[config.mk]
export PLATFORM = sky130hd
export DESIGN_NAME = mem_responder_flat
export DESIGN_NICKNAME = d
export VERILOG_FILES = /design/src/rtl/mem_responder_if.sv /design/src/rtl/mem_responder.sv /design/src/flat_wrapper.sv
export SDC_FILE = /design/constraint.sdc
export NUM_CORES = 1
export LEC_CHECK = 0
export ABC_AREA = 1
export CORE_ASPECT_RATIO = 0.75
export CORE_UTILIZATION = 62
export DETAILED_ROUTE_END_ITERATION = 6
export GPL_TIMING_DRIVEN = 0
export HOLD_SLACK_MARGIN = 0.05
export PLACE_DENSITY = 0.8
export SYNTH_ARGS = -nofsm -noshare
export SYNTH_HDL_FRONTEND = slang
export SYNTH_SLANG_ARGS = --single-unit
[constraint.sdc]
create_clock -name clk -period 3.1 [get_ports clk]
set_input_delay 0.31 -clock clk [delete_from_list [all_inputs] [get_ports clk]]
set_output_delay 0.31 -clock clk [all_outputs]
set_load 0.01 [all_outputs]
[src/rtl/mem_responder_if.sv]
// mem_responder_if
//   Bus between the three-master arbiter side and the memory responder.
//   The master modport is the arbiter/command side. The slave modport is the
//   responder.
//   grant      : arbiter grant code (00 idle, 01 M1, 10 M2, 11 M3)
//   cmd_valid  : per-master command present, bit i = master i+1
//   cmd_we     : per-master write enable
//   cmd_addr   : per-master word address, slice [i*ADDR_W +: ADDR_W]
//   cmd_wdata  : per-master write data, sliced the same way
//   rdata      : read data, meaningful while rvalid is high
//   rvalid     : one-cycle read-data strobe
//   done       : one-hot one-cycle completion pulse to the owning master
//   busy       : responder is in ACCESS or RESP
//   perr       : read parity error, qualified by rvalid
interface mem_responder_if #(
  parameter int ADDR_W = 6,
  parameter int DATA_W = 8
);
  logic [1:0]          grant;
  logic [2:0]          cmd_valid;
  logic [2:0]          cmd_we;
  logic [3*ADDR_W-1:0] cmd_addr;
  logic [3*DATA_W-1:0] cmd_wdata;
  logic [DATA_W-1:0]   rdata;
  logic                rvalid;
  logic [2:0]          done;
  logic                busy;
  logic                perr;

  modport master (
    output grant, cmd_valid, cmd_we, cmd_addr, cmd_wdata,
    input  rdata, rvalid, done, busy, perr
  );

  modport slave (
    input  grant, cmd_valid, cmd_we, cmd_addr, cmd_wdata,
    output rdata, rvalid, done, busy, perr
  );
endinterface

[src/rtl/mem_responder.sv]
// mem_responder
//   Memory-side responder for the three-master arbiter. Performs one
//   single-word read or write per granted command on an internal RAM of
//   2**ADDR_W words. It aborts without side effects if the grant is
//   withdrawn while the access is still in progress.
//   Optional feature macro: MEMRESP_PARITY_EN. When it is defined, each word
//   stores an even-parity bit and reads report a mismatch on perr. When it is
//   undefined, perr is tied to 0.
// Ports
//   clk    : clock, rising edge
//   reset  : asynchronous, active-high
//   bus    : mem_responder_if.slave (grant, cmd_*, rdata, rvalid, done, busy, perr)
//
//   state  | meaning
//   -------+-----------------------------------------------------------
//   IDLE   | waiting for a granted master with a valid command
//   ACCESS | command latched; write 1 cycle, read RD_LAT cycles
//   RESP   | one-cycle done pulse (+ rvalid for reads), back to IDLE
module mem_responder #(
  parameter int ADDR_W = 6,
  parameter int DATA_W = 8,
  parameter int RD_LAT = 1
) (
  input  logic           clk,
  input  logic           reset,
  mem_responder_if.slave bus
);

  typedef enum logic [1:0] {IDLE, ACCESS, RESP} state_t;

  localparam logic [1:0] LAST_CNT = 2'(RD_LAT - 1);

  state_t              state;
  logic [1:0]          owner;
  logic [1:0]          cnt;
  logic                we_q;
  logic [ADDR_W-1:0]   addr_q;
  logic [DATA_W-1:0]   wdata_q;
  logic [DATA_W-1:0]   rdata_q;
  logic                rvalid_q;
  logic [2:0]          done_q;
  logic                busy_q;

  logic [DATA_W-1:0]   mem [2**ADDR_W];

  logic                sel_valid;
  logic                sel_we;
  logic [ADDR_W-1:0]   sel_addr;
  logic [DATA_W-1:0]   sel_wdata;
  logic                grant_held;
  logic                last_cyc;
  logic                commit;
  logic                mem_wr;
  logic [2:0]          owner_oh;

  // Mux the granted master's command. Grant 00 selects nothing, so
  // sel_valid stays low and the responder remains idle.
  always_comb begin
    sel_valid = 1'b0;
    sel_we    = 1'b0;
    sel_addr  = '0;
    sel_wdata = '0;
    case (bus.grant)
      2'd1: begin
        sel_valid = bus.cmd_valid[0];
        sel_we    = bus.cmd_we[0];
        sel_addr  = bus.cmd_addr[0 +: ADDR_W];
        sel_wdata = bus.cmd_wdata[0 +: DATA_W];
      end
      2'd2: begin
        sel_valid = bus.cmd_valid[1];
        sel_we    = bus.cmd_we[1];
        sel_addr  = bus.cmd_addr[ADDR_W +: ADDR_W];
        sel_wdata = bus.cmd_wdata[DATA_W +: DATA_W];
      end
      2'd3: begin
        sel_valid = bus.cmd_valid[2];
        sel_we    = bus.cmd_we[2];
        sel_addr  = bus.cmd_addr[2*ADDR_W +: ADDR_W];
        sel_wdata = bus.cmd_wdata[2*DATA_W +: DATA_W];
      end
      default: ;
    endcase
  end

  assign grant_held = (bus.grant == owner);
  assign last_cyc   = we_q || (cnt == LAST_CNT);
  assign commit     = (state == ACCESS) && grant_held && last_cyc;
  // Gating with reset drops a write whose commit edge coincides with reset.
  assign mem_wr     = commit && we_q && !reset;
  assign owner_oh   = {owner == 2'd3, owner == 2'd2, owner == 2'd1};

  // RAM contents are not reset.
  always_ff @(posedge clk) begin
    if (mem_wr) mem[addr_q] <= wdata_q;
  end

  always_ff @(posedge clk or posedge reset) begin
    if (reset) begin
      state    <= IDLE;
      owner    <= 2'd0;
      cnt      <= 2'd0;
      we_q     <= 1'b0;
      addr_q   <= '0;
      wdata_q  <= '0;
      rdata_q  <= '0;
      rvalid_q <= 1'b0;
      done_q   <= 3'b000;
      busy_q   <= 1'b0;
    end else begin
      case (state)
        IDLE: begin
          if (sel_valid) begin
            owner   <= bus.grant;
            we_q    <= sel_we;
            addr_q  <= sel_addr;
            wdata_q <= sel_wdata;
            cnt     <= 2'd0;
            busy_q  <= 1'b1;
            state   <= ACCESS;
          end
        end
        ACCESS: begin
          if (!grant_held) begin
            busy_q <= 1'b0;
            state  <= IDLE;
          end else if (last_cyc) begin
            done_q <= owner_oh;
            if (!we_q) begin
              rdata_q  <= mem[addr_q];
              rvalid_q <= 1'b1;
            end
            state <= RESP;
          end else begin
            cnt <= cnt + 2'd1;
          end
        end
        RESP: begin
          done_q   <= 3'b000;
          rvalid_q <= 1'b0;
          busy_q   <= 1'b0;
          state    <= IDLE;
        end
        default: state <= IDLE;
      endcase
    end
  end

  assign bus.rdata  = rdata_q;
  assign bus.rvalid = rvalid_q;
  assign bus.done   = done_q;
  assign bus.busy   = busy_q;

`ifdef MEMRESP_PARITY_EN
  logic par_mem [2**ADDR_W];
  logic perr_q;

  always_ff @(posedge clk) begin
    if (mem_wr) par_mem[addr_q] <= ^wdata_q;
  end

  // Registered on the same edge as rdata, so it drops with rvalid after RESP.
  always_ff @(posedge clk or posedge reset) begin
    if (reset) perr_q <= 1'b0;
    else       perr_q <= commit && !we_q && ((^mem[addr_q]) ^ par_mem[addr_q]);
  end

  assign bus.perr = perr_q;
`else
  assign bus.perr = 1'b0;
`endif

endmodule

[src/flat_wrapper.sv]
// flat-port wrapper written by rule: the top's interface ports become plain ports
module mem_responder_flat 
#(
  parameter int ADDR_W = 6,
  parameter int DATA_W = 8,
  parameter int RD_LAT = 1
)
  (clk, reset, bus_grant, bus_cmd_valid, bus_cmd_we, bus_cmd_addr, bus_cmd_wdata, bus_rdata, bus_rvalid, bus_done, bus_busy, bus_perr);
  mem_responder_if #(.ADDR_W(ADDR_W), .DATA_W(DATA_W)) bus_i ();
  input  logic clk;
  input  logic reset;
  input wire logic [$bits(bus_i.grant)-1:0] bus_grant;
  input wire logic [$bits(bus_i.cmd_valid)-1:0] bus_cmd_valid;
  input wire logic [$bits(bus_i.cmd_we)-1:0] bus_cmd_we;
  input wire logic [$bits(bus_i.cmd_addr)-1:0] bus_cmd_addr;
  input wire logic [$bits(bus_i.cmd_wdata)-1:0] bus_cmd_wdata;
  output wire logic [$bits(bus_i.rdata)-1:0] bus_rdata;
  output wire logic [$bits(bus_i.rvalid)-1:0] bus_rvalid;
  output wire logic [$bits(bus_i.done)-1:0] bus_done;
  output wire logic [$bits(bus_i.busy)-1:0] bus_busy;
  output wire logic [$bits(bus_i.perr)-1:0] bus_perr;
  assign bus_i.grant = bus_grant;
  assign bus_i.cmd_valid = bus_cmd_valid;
  assign bus_i.cmd_we = bus_cmd_we;
  assign bus_i.cmd_addr = bus_cmd_addr;
  assign bus_i.cmd_wdata = bus_cmd_wdata;
  assign bus_rdata = bus_i.rdata;
  assign bus_rvalid = bus_i.rvalid;
  assign bus_done = bus_i.done;
  assign bus_busy = bus_i.busy;
  assign bus_perr = bus_i.perr;
  mem_responder #(.ADDR_W(ADDR_W), .DATA_W(DATA_W), .RD_LAT(RD_LAT)) u_core (.clk(clk), .reset(reset), .bus(bus_i));
endmodule
==> reports/metrics.cfg <==
[run_status]
status = finished with violations
violations = setup timing

[placement]
dp.cells = 2834
hpwl_mm = 45.9
portBuffers = 64
routabilityCongestion = 1.04

[die]
dieHeight_microns = 171
die_area_sq_um = 38900
rows = 61
core_sq_um = 37300
initial_utilization = 0.633
io_pins = 66
die_w_microns = 227

[synthesis]
yosysWarningCount = 0
synth_fa_ha_area_frac = 0.00265
synth-xor-area-share = 0.000742
synth.distinct_cells = 30
synthSimpleGateAreaFrac = 0.180
yosys-top-cells-area = edfxtp_1 (65%), nand2_1 (9.4%), inv_1 (6.3%), nor2_1 (3.7%), dfrtp_1 (3.6%)
synthCells = 2258
synth_flop_cell = edfxtp_1
yosys.area.top_type_share = 0.651
muxShareOfSynthArea = 0
ys_seq_area_frac = 0.687
async_flop_share = 0.0623
syn_nets = 2315
synth_edf_count = 512
synth_top_family_by_area = simple AND/OR/NAND/NOR gates
synth_compound_area_frac = 0.0454
synth-seq-cells = 546
synth_top_area_cell = edfxtp_1
netlist_area_sq_um = 23600
avgSynthCellArea_sq_um = 10.5

[global_routing]
antenna_found_initial = 2
grt_max_degree = 49
grt_overflow_total = 0
grt_pass1_vias = 16227
grt_pass1_wl_mm = 97.9
globalRouteTotalUtil = 0.354

[route]
num_vias = 17277
highest_layer = met5
wl_met3_mm = 10.8
drt_iter0_drc = 2489
postRouteAntennaNets = 0
drc = 0
route.layer.met1.wl_mm = 25.0
drt-pass1-iter-count = 6
wl_mm = 67.8
routed-wl-met2_mm = 29.1
viasPerCell = 5.90
routedWlPerCell_microns = 23.1

[timing]
max_freq_mhz = 322
worstMarginPinSlew_ps = 1060
rsz0062_at_grt = false
period_needed_ps = 3110
slew-limit-headroom = 0.295
finalSetupViolCount = 4
layout_setup_ws_ps = -5.93
period_share = 1.00
hold_violations = 0
clock_skew_ps = 34.0
slew_violations = 0

[clock_network]
hold_buffers = 0
root_buffer = clkbuf_16
clockBufferDepth = 3
cts_buffers = 51
insertion_delay_ps = 600
cts_tree = done
htree_num_levels = 2
clkSinkCount = 546
clk_pin_slew_ps = 60

[setup_path]
rrSetupSlack_ps = -6
r2r_start = u_core.addr_q[0]
cp-start-kind = flip-flop
cp.arrival_ps = 3330
crit_path_max_fanout = 10
crit_start = u_core.addr_q[0]
endpoint_kind = flip-flop
critPathKind = reg2reg
worstPathRequired_ps = 3330

[cells_and_area]
drive_gt1_frac = 0.112
diodes = 0
fin_cells = 2930
area_delta_synth_final_pct = 14.6
final_nets = 2445
final.fill_count = 2439

[power]
power.density_nw_per_um2 = 922
leakage_uw = 0.0111
vdd_drop_max_mv = 0.806
total_power_uw = 25000

[job]
max_cap_violations = 0

[min_path]
min_from = bus_cmd_wdata[15]
hold_path.class = in2reg

routing by layer:
layer | global-route usage | vias to the layer above
li1 | - | 7610
met1 | 0.507 | 8155
met2 | 0.502 | 1326
met3 | 0.110 | 182
met4 | 0.147 | 4
met5 | 0 | -
cells in the final DEF, fill, tap and decap left out, types with 15 or more instances in the layout:
| cell type | instances |
|---|---|
| clkbuf_16 | 53 |
| nand3_1 | 162 |
| dfrtp_1 | 26 |
| nor2_2 | 41 |
| clkdlybuf4s50_1 | 64 |
| nand2_1 | 592 |
| a41oi_1 | 15 |
| o21ai_0 | 51 |
| o211ai_1 | 69 |
| edfxtp_1 | 512 |
| nor2_1 | 171 |
| inv_1 | 395 |
| or2_2 | 28 |
| clkbuf_1 | 35 |
| buf_2 | 61 |
| o21ai_1 | 22 |
| nor2_4 | 25 |
final cells by class:
type / count / area (sq um) / area share
flip-flops and latches: 546 / 16200 / 0.600
multi-input cells: 1215 / 5780 / 0.214
clock inverters: 26 / 195 / 0.00721
inverters: 400 / 1500 / 0.0555
well taps: 504 / 631 / 0.0233
repair buffers: 77 / 851 / 0.0314
clock buffers: 65 / 1370 / 0.0507
plain buffers: 97 / 493 / 0.0182
critical path: stages (launching register included):
cell and delay (ps):
dfrtp_1 320, buf_2 220, clkbuf_1 500, buf_2 600
nand3_2 490, nor2_2 600
cells in the mapped netlist, types with 2 or more instances:
library cell and n:
buf_4 8, nand2_1 592, nor3_2 3, a21oi_1 6, nor2_1 235, edfxtp_1 512, ha_1 5, nand3_1 170
buf_6 3, inv_1 396, o21ai_0 51, buf_1 2, xnor2_1 2, buf_2 61, clkbuf_1 23, a41oi_1 15
nor3_1 5, or2_2 28, or2_0 4, dfrtp_1 34, o21ai_1 22, inv_2 4, o211ai_1 69, nor2_2 2
kinds of logic after synthesis:
group / count (synthesis)
AO/OA/AOI/OAI: 167
XOR/XNOR: 2
adder cells (fa/ha/maj): 5
buffers and inverters: 497
flip-flops: 546
other: 1
AND/OR/NAND/NOR: 1040
sequential cells by signal, indices dropped and copies added, names as in the netlist:
signal / count
u_core.wdata_q: 8
u_core.cnt: 2
u_core.owner: 2
u_core.bus.rvalid: 1
u_core.bus.busy: 1
u_core.state: 2
u_core.bus.done: 3
u_core.mem: 512
u_core.addr_q: 6
u_core.bus.rdata: 8
u_core.we_q: 1
worst paths after layout:
path | end | cells after the start
setup / recovery | u_core.mem[33][6] | 5
hold / removal | u_core.wdata_q[7] | 3
setup reg to reg | u_core.mem[33][6] | 5
hold reg to reg | u_core.bus.done[0] | 1
max in group asynchronous | u_core.wdata_q[3] | 2
min in group asynchronous | u_core.bus.done[0] | 2
metrics by stage:
stage	area, sq um	hold slack [ps]	setup WS, ps	setup TNS [ps]	utilization
3_5_place_dp	25100	486	-633	-257350	0.671
3_3_place_gp	24900	467	-515	-215660	0.667
5_1_grt	27100	335	47.7	0	0.725
4_1_cts	26700	319	-221	-69260	0.716
6_report	27100	325	-5.93	-17.2	0.725
2_1_floorplan	23600	452	892	0	-
power breakdown:
part | switching [uW] | internal (uW) | leakage, uW
clock | 2690 | 3360 | 0.000768
sequential | 741 | 9330 | 0.00498
combinational | 6570 | 2270 | 0.00538
timing repair:
item / CTS / global route
gates resized for setup: 35 / 71
endpoints found under the setup margin: 512 / 512
buffers inserted: 0 / 5
pin swaps: 0 / 1
Power figures use the tool's default switching activity.
